--- src/rtl/multiword_add_sequencer.sv ---
// Wide adder sequencer: adds WORDS*WIDTH-bit operands with one WIDTH-bit prefix
// adder, one slice per clock, LSB slice first, carry chained between slices.
// Latency WORDS cycles accept-to-result; result held in DONE until out_ready.
// Ports: clk/rst_n; in_valid/in_ready + A/B/Cin operands; out_valid/out_ready
// + S/Cout registered result; busy high while an operation is in flight.

// Carry_lookahead_adder: WIDTH-bit combinational prefix adder. Bits are grouped
// GROUP at a time; group generate/propagate go through a radix-VALENCY
// Kogge-Stone style prefix tree, carries then ripple inside each group.
// Ports: A/B [WIDTH:1] operands (bit 1 = LSB), Cin carry in, S sum, Cout carry out.
module Carry_lookahead_adder #(
  parameter int WIDTH   = 16,
  parameter int VALENCY = 2,
  parameter int GROUP   = 2
) (
  input  logic [WIDTH:1] A,
  input  logic [WIDTH:1] B,
  input  logic           Cin,
  output logic [WIDTH:1] S,
  output logic           Cout
);

  localparam int NG = (WIDTH + GROUP - 1) / GROUP;

  // Number of prefix levels needed for the span to cover all groups.
  function automatic int prefix_levels();
    int span;
    int lv;
    span = 1;
    lv   = 0;
    while (span < NG) begin
      span = span * VALENCY;
      lv   = lv + 1;
    end
    return lv;
  endfunction

  localparam int LV = prefix_levels();

  logic [WIDTH-1:0] g, p, s;
  logic [NG-1:0]    gg, gp, ng, np;
  logic             c;

  always_comb begin : prefix_net
    int span;
    g    = A & B;
    p    = A ^ B;
    gg   = '0;
    gp   = '0;
    ng   = '0;
    np   = '0;
    s    = '0;
    c    = 1'b0;
    span = 1;

    // Per-group generate/propagate; a short top group is handled by the bound.
    for (int j = 0; j < NG; j++) begin
      gg[j] = 1'b0;
      gp[j] = 1'b1;
      for (int b = 0; b < GROUP; b++) begin
        if (j * GROUP + b < WIDTH) begin
          gg[j] = g[j*GROUP+b] | (p[j*GROUP+b] & gg[j]);
          gp[j] = gp[j] & p[j*GROUP+b];
        end
      end
    end

    // Each level folds up to VALENCY-1 lower spans into every node, so after
    // the last level gg/gp[j] cover groups 0..j.
    for (int l = 0; l < LV; l++) begin
      ng = gg;
      np = gp;
      for (int j = 0; j < NG; j++) begin
        for (int k = 1; k < VALENCY; k++) begin
          if (j - k * span >= 0) begin
            ng[j] = ng[j] | (np[j] & gg[j-k*span]);
            np[j] = np[j] & gp[j-k*span];
          end
        end
      end
      gg   = ng;
      gp   = np;
      span = span * VALENCY;
    end

    // Carry into each group from the prefix, then ripple through its bits.
    for (int j = 0; j < NG; j++) begin
      if (j == 0) begin
        c = Cin;
      end else begin
        c = gg[j-1] | (gp[j-1] & Cin);
      end
      for (int b = 0; b < GROUP; b++) begin
        if (j * GROUP + b < WIDTH) begin
          s[j*GROUP+b] = p[j*GROUP+b] ^ c;
          c            = g[j*GROUP+b] | (p[j*GROUP+b] & c);
        end
      end
    end
  end

  assign S    = s;
  assign Cout = gg[NG-1] | (gp[NG-1] & Cin);

endmodule

module multiword_add_sequencer #(
  parameter int WIDTH   = 16,
  parameter int VALENCY = 2,
  parameter int GROUP   = 2,
  parameter int WORDS   = 4
) (
  input  logic                   clk,
  input  logic                   rst_n,
  input  logic                   in_valid,
  output logic                   in_ready,
  input  logic [WIDTH*WORDS:1]   A,
  input  logic [WIDTH*WORDS:1]   B,
  input  logic                   Cin,
  output logic                   out_valid,
  input  logic                   out_ready,
  output logic [WIDTH*WORDS:1]   S,
  output logic                   Cout,
  output logic                   busy
);

  localparam int            N    = WIDTH * WORDS;
  localparam int            IW   = (WORDS > 1) ? $clog2(WORDS) : 1;
  localparam logic [IW-1:0] LAST = IW'(WORDS - 1);

  typedef enum logic [1:0] {IDLE, RUN, DONE} state_t;

  state_t         state, state_nxt;
  logic [N:1]     a_q, b_q, s_q;
  logic           carry_q, cout_q;
  logic [IW-1:0]  idx;
  logic [WIDTH:1] slice_a, slice_b, slice_s;
  logic           slice_cout;
  logic           last_slice;

  // The adder only ever sees the latched operands, never the input pins.
  assign slice_a    = a_q[idx*WIDTH+1 +: WIDTH];
  assign slice_b    = b_q[idx*WIDTH+1 +: WIDTH];
  assign last_slice = (idx == LAST);

  Carry_lookahead_adder #(
    .WIDTH   (WIDTH),
    .VALENCY (VALENCY),
    .GROUP   (GROUP)
  ) u_cla (
    .A    (slice_a),
    .B    (slice_b),
    .Cin  (carry_q),
    .S    (slice_s),
    .Cout (slice_cout)
  );

  always_ff @(posedge clk or negedge rst_n) begin
    if (!rst_n) begin
      state <= IDLE;
    end else begin
      state <= state_nxt;
    end
  end

  always_comb begin
    state_nxt = state;
    in_ready  = 1'b0;
    out_valid = 1'b0;
    busy      = 1'b1;
    case (state)
      IDLE: begin
        in_ready = 1'b1;
        busy     = 1'b0;
        if (in_valid) begin
          state_nxt = RUN;
        end
      end
      RUN: begin
        if (last_slice) begin
          state_nxt = DONE;
        end
      end
      DONE: begin
        out_valid = 1'b1;
        if (out_ready) begin
          state_nxt = IDLE;
        end
      end
      default: begin
        state_nxt = IDLE;
      end
    endcase
  end

  always_ff @(posedge clk or negedge rst_n) begin
    if (!rst_n) begin
      a_q     <= '0;
      b_q     <= '0;
      s_q     <= '0;
      carry_q <= 1'b0;
      cout_q  <= 1'b0;
      idx     <= '0;
    end else begin
      case (state)
        IDLE: begin
          if (in_valid) begin
            a_q     <= A;
            b_q     <= B;
            carry_q <= Cin;
            idx     <= '0;
          end
        end
        RUN: begin
          s_q[idx*WIDTH+1 +: WIDTH] <= slice_s;
          carry_q                   <= slice_cout;
          if (last_slice) begin
            cout_q <= slice_cout;
            // Park idx at 0 so the slice select never leaves the operand range.
            idx    <= '0;
          end else begin
            idx <= idx + 1'b1;
          end
        end
        default: begin
        end
      endcase
    end
  end

  assign S    = s_q;
  assign Cout = cout_q;

endmodule

--- config.mk ---
export PLATFORM = sky130hd
export DESIGN_NAME = multiword_add_sequencer
export DESIGN_NICKNAME = d
export VERILOG_FILES = /design/src/rtl/multiword_add_sequencer.sv
export SDC_FILE = /design/constraint.sdc
export NUM_CORES = 1
export LEC_CHECK = 0
export CORE_ASPECT_RATIO = 1.25
export CORE_UTILIZATION = 45
export CTS_CLUSTER_DIAMETER = 100
export DETAILED_ROUTE_END_ITERATION = 7
export PLACE_DENSITY_LB_ADDON = 0.08
export REMOVE_ABC_BUFFERS = 1
export SYNTH_ARGS = -nofsm -noshare
export SYNTH_HDL_FRONTEND = slang
export SYNTH_SLANG_ARGS = --single-unit
--- constraint.sdc ---
create_clock -name clk -period 4.6 [get_ports clk]
set_clock_uncertainty 0.15 [all_clocks]
set_input_delay 0.92 -clock clk [delete_from_list [all_inputs] [get_ports clk]]
set_output_delay 0.92 -clock clk [all_outputs]
set_load 0.005 [all_outputs]
==> qor.log <==
INFO  sta            setup_viol=0
INFO  synth          synth.ff_latch_count=198
INFO  final_layout   area_growth=31.2%
INFO  setup_path     cp-startpoint=idx[0]
INFO  sta            final.min_clock_period=4080ps
INFO  placement      last_weighted_congestion_value_of_the_routability_driven_placer=0.783
INFO  setup_path     type_of_the_setup_path_with_the_least_slack=register to register
INFO  final_layout   num_antenna_cells=0
INFO  sta            timing_hold_violations_final=0
INFO  synth          synthTopCellsByArea=dfrtp_1 (56%), nand2_1 (19%), mux4_2 (8.1%), o21ai_0 (3.3%), ha_1 (2.8%)
INFO  floorplan      floorplan.core_area=19400µm²
INFO  setup_path     timing.critical_path.slowest_stage_cell=dfrtp_2
INFO  route          drt-wirelength-per-cell=16.2µm
INFO  synth          register_area_share_after_synthesis=55.8%
INFO  placement      dpl_cell_area=11100µm²
INFO  setup_path     startpoint_class=register
INFO  sta            slew_headroom=44.4%
INFO  setup_path     cp.buffers_inverters=1
INFO  setup_path     crit-reg2reg-launch=idx[0]
INFO  route          drtIter0Drc=472
INFO  sta            slew_viol_final=0
INFO  run            cap_viol_max_count=0
INFO  synth          proportion_of_netlist_area_held_by_the_largest_area_contributor=55.8%
INFO  route          detail-route-antenna-nets=0
INFO  synth          syn_inst=903
INFO  global_route   maximum_number_of_pins_on_one_net_before_global_route_repair=89
INFO  power          cellPowerDensity=742nW/µm²
INFO  placement      place.port_buffers=200
INFO  synth          synth_top_area_cell=dfrtp_1
INFO  placement      place.detailed.hpwl=15800µm
INFO  setup_path     cp_max_fo=23
INFO  power          leakage=5.55nW
INFO  sta            timing_worst_slew_pin_value=832ps
INFO  setup_path     cpLargestDelayFamily=compound AO/OA/AOI/OAI gates
INFO  clock_network  number_of_clock_sinks=198
INFO  route          post_route_drc_violation_count=0
INFO  setup_path     cp_data_arrival_time=4210ps
INFO  setup_path     critPathMaxStageDelay=760ps
INFO  synth          yosysWarnings=0
INFO  clock_network  cts_max_level=4
INFO  clock_network  post_cts_buffers=0
INFO  global_route   grt_remaining_overflow=0
INFO  status         outcome=completed
INFO  synth          synth_edf_count=0
INFO  synth          yosys_most_used_dff=dfrtp_1
INFO  global_route   grt_first_pass_wirelength=36600µm
INFO  final_layout   drive_gt1_share=7.66%
INFO  min_path       holdPathEnd=b_q[59]
INFO  synth          netlist_top_cells_count=nand2_1 (450), dfrtp_1 (198), o21ai_0 (59), mux4_2 (32), ha_1 (20)
INFO  sta            min_period_over_period=88.7%
INFO  min_path       worst_hold_path_type=register to register
INFO  floorplan      die_width=128µm
INFO  synth          post-synth-top-count-cell=nand2_1
INFO  setup_path     critical_path.endpoint_type=register
INFO  route          drt_wl_total=22100µm
INFO  clock_network  clock_tree.root_cell=clkbuf_16
INFO  placement      placed_cells=1330
INFO  power          power=8.65mW
INFO  clock_network  post_cts_resized=0
INFO  sta            setup_total_negative_slack=0ps
INFO  setup_path     rr_endpoint=S[14]
INFO  synth          synth.lib_cells_used.distinct=35
INFO  floorplan      placement_rows=57
INFO  clock_network  cts.reportedPaths.clkPinSlew=70ps
INFO  clock_network  ctsHoldBuffers=0
INFO  floorplan      die_area=20300µm²
INFO  clock_network  clk_latency=430ps
INFO  final_layout   final_design_area_no_fill=11700µm²
INFO  clock_network  cts_made_buffers=17
INFO  synth          synth-async-reset-ratio=100%
INFO  setup_path     timing.reg2reg.setup_slack=520ps
INFO  route          drt-vias-per-instance=4.94
INFO  clock_network  cts_tree=yes
INFO  global_route   grt.total_usage=23.4%
INFO  clock_network  cts_max_path_buffers=2
INFO  final_layout   finish.net_count=1245
INFO  setup_path     reg2regPathDepth=10
INFO  power          largest_voltage_drop_on_the_vdd_net=0.423mV
INFO  global_route   via_count_of_the_first_global_routing_pass=7001
INFO  final_layout   stdcell_count=1362
INFO  synth          synth_area=8890µm²
INFO  synth          syn-mean-instance-area=9.84µm²
INFO  setup_path     worstPathCellList=buf_12 > mux4_2 > ha_1 > nand3_1 > o32ai_1 > o21bai_1 > nor2b_1 > fa_1 > xor2_1 > o21ai_0
INFO  setup_path     timing.critical_path.required=4730ps
INFO  global_route   number_of_antenna_violations_at_the_first_check_in_global_routing=0
INFO  min_path       hold-path-cell-count=2
INFO  min_path       worst_hold_startpoint=b_q[59]
INFO  floorplan      floorplan.initialDensity=45.8%
INFO  floorplan      floorplan.die.height=159µm
INFO  floorplan      ioPinCount=201
INFO  route          number_of_vias_in_the_routed_layout=6727
INFO  route          drt_pre_antenna_iters=5
INFO  sta            rsz0062_at_grt=no
INFO  sta            top_achievable_clock_speed=245MHz
[through the flow]
step	utilization (%)	hold WS (ps)	setup WS [ps]
final	60.1	323	521
after global routing	60.1	341	206
after CTS	60.1	325	516
after detailed placement	57.1	307	532
after global placement	57.1	302	635
after floorplan	-	290	189
[kinds of logic (layout without fill, tap and decap cells)]
logic type	after synthesis	count (layout)	share of synthesized area (%)
mux	32	32	8.11
xor+xnor	8	8	0.788
buf+inv	64	258	3.45
compound gates	89	89	6.01
fa+ha+maj	28	28	4.62
simple gates	484	484	21.3
flops	198	198	55.8
[worst max-delay path by stage]
stage / depth (start not counted) / end / slack, ps
after global placement: 10 / S[62] / 640
after detailed placement: 10 / S[14] / 530
after CTS: 10 / S[14] / 520
after floorplan: 10 / S[62] / 190
after global routing: 10 / S[14] / 210
final: 10 / S[14] / 520
[sequential cells by signal, summed over array words and instances, names as in the netlist]
name	cells
b_q	64
idx	2
carry_q	1
Cout	1
a_q	64
S	64
state	2
[layout by cell type (no fill, tap or decap), drive strengths merged]
master	count
nand2	453
clkdlybuf4s50	199
dfrtp	198
o21ai	61
mux4	32
inv	21
ha	20
clkbuf	19
a21oi	9
a22o	8
fa	8
buf	8
clkinv	8
nor2	7
nor3	6
xor2	6
nand4	5
and2	4
nand3	3
o21a	3
nor2b	2
nand2b	2
xnor2	2
o31ai	2
clkinvlp	2
a221oi	1
nand3b	1
a2111oi	1
o32ai	1
o21bai	1
and2b	1
a221o	1
a22oi	1
bufinv	1
[report_power, final]
part	internal, mW	switching [mW]	total (mW)	leakage [nW]
combinational	1.87	2.32	4.19	2.75
sequential	2.48	0.511	2.99	2.53
clock	0.777	0.694	1.47	0.282
total	5.13	3.52	8.65	5.55
[worst reg2reg max path, delay by kind of cell (launching register included)]
family                     cells  cell delay [ps]
DFF                            1              760
and+or+nand+nor                2              340
buffers and inverters          1              290
xor gates and xnor gates       1              250
adders and majority gates      2              770
AOI/OAI and AO/OA              3              830
muxes                          1              550
[layer usage]
| metal | track usage [%] | routed length, µm | part of all wire, % |
|---|---|---|---|
| met2 | 37.3 | 10700 | 48 |
| met4 | 5.24 | 211 | 0.96 |
| met3 | 4.87 | 1060 | 4.8 |
| met5 | 0 | 0 | 0 |
| met1 | 33.2 | 10100 | 46 |
[layout make-up]
cell class | instances | area, µm²
Sequential cell | 198 | 4960
Multi-Input combinational cell | 641 | 3640
Timing Repair Buffer | 208 | 2080
Inverter | 18 | 67.6
Clock buffer | 18 | 439
Clock inverter | 14 | 148
Tap cell | 265 | 332
Fill cell | 1738 | 7740
No activity file was read; power rests on OpenSTA's default activity.
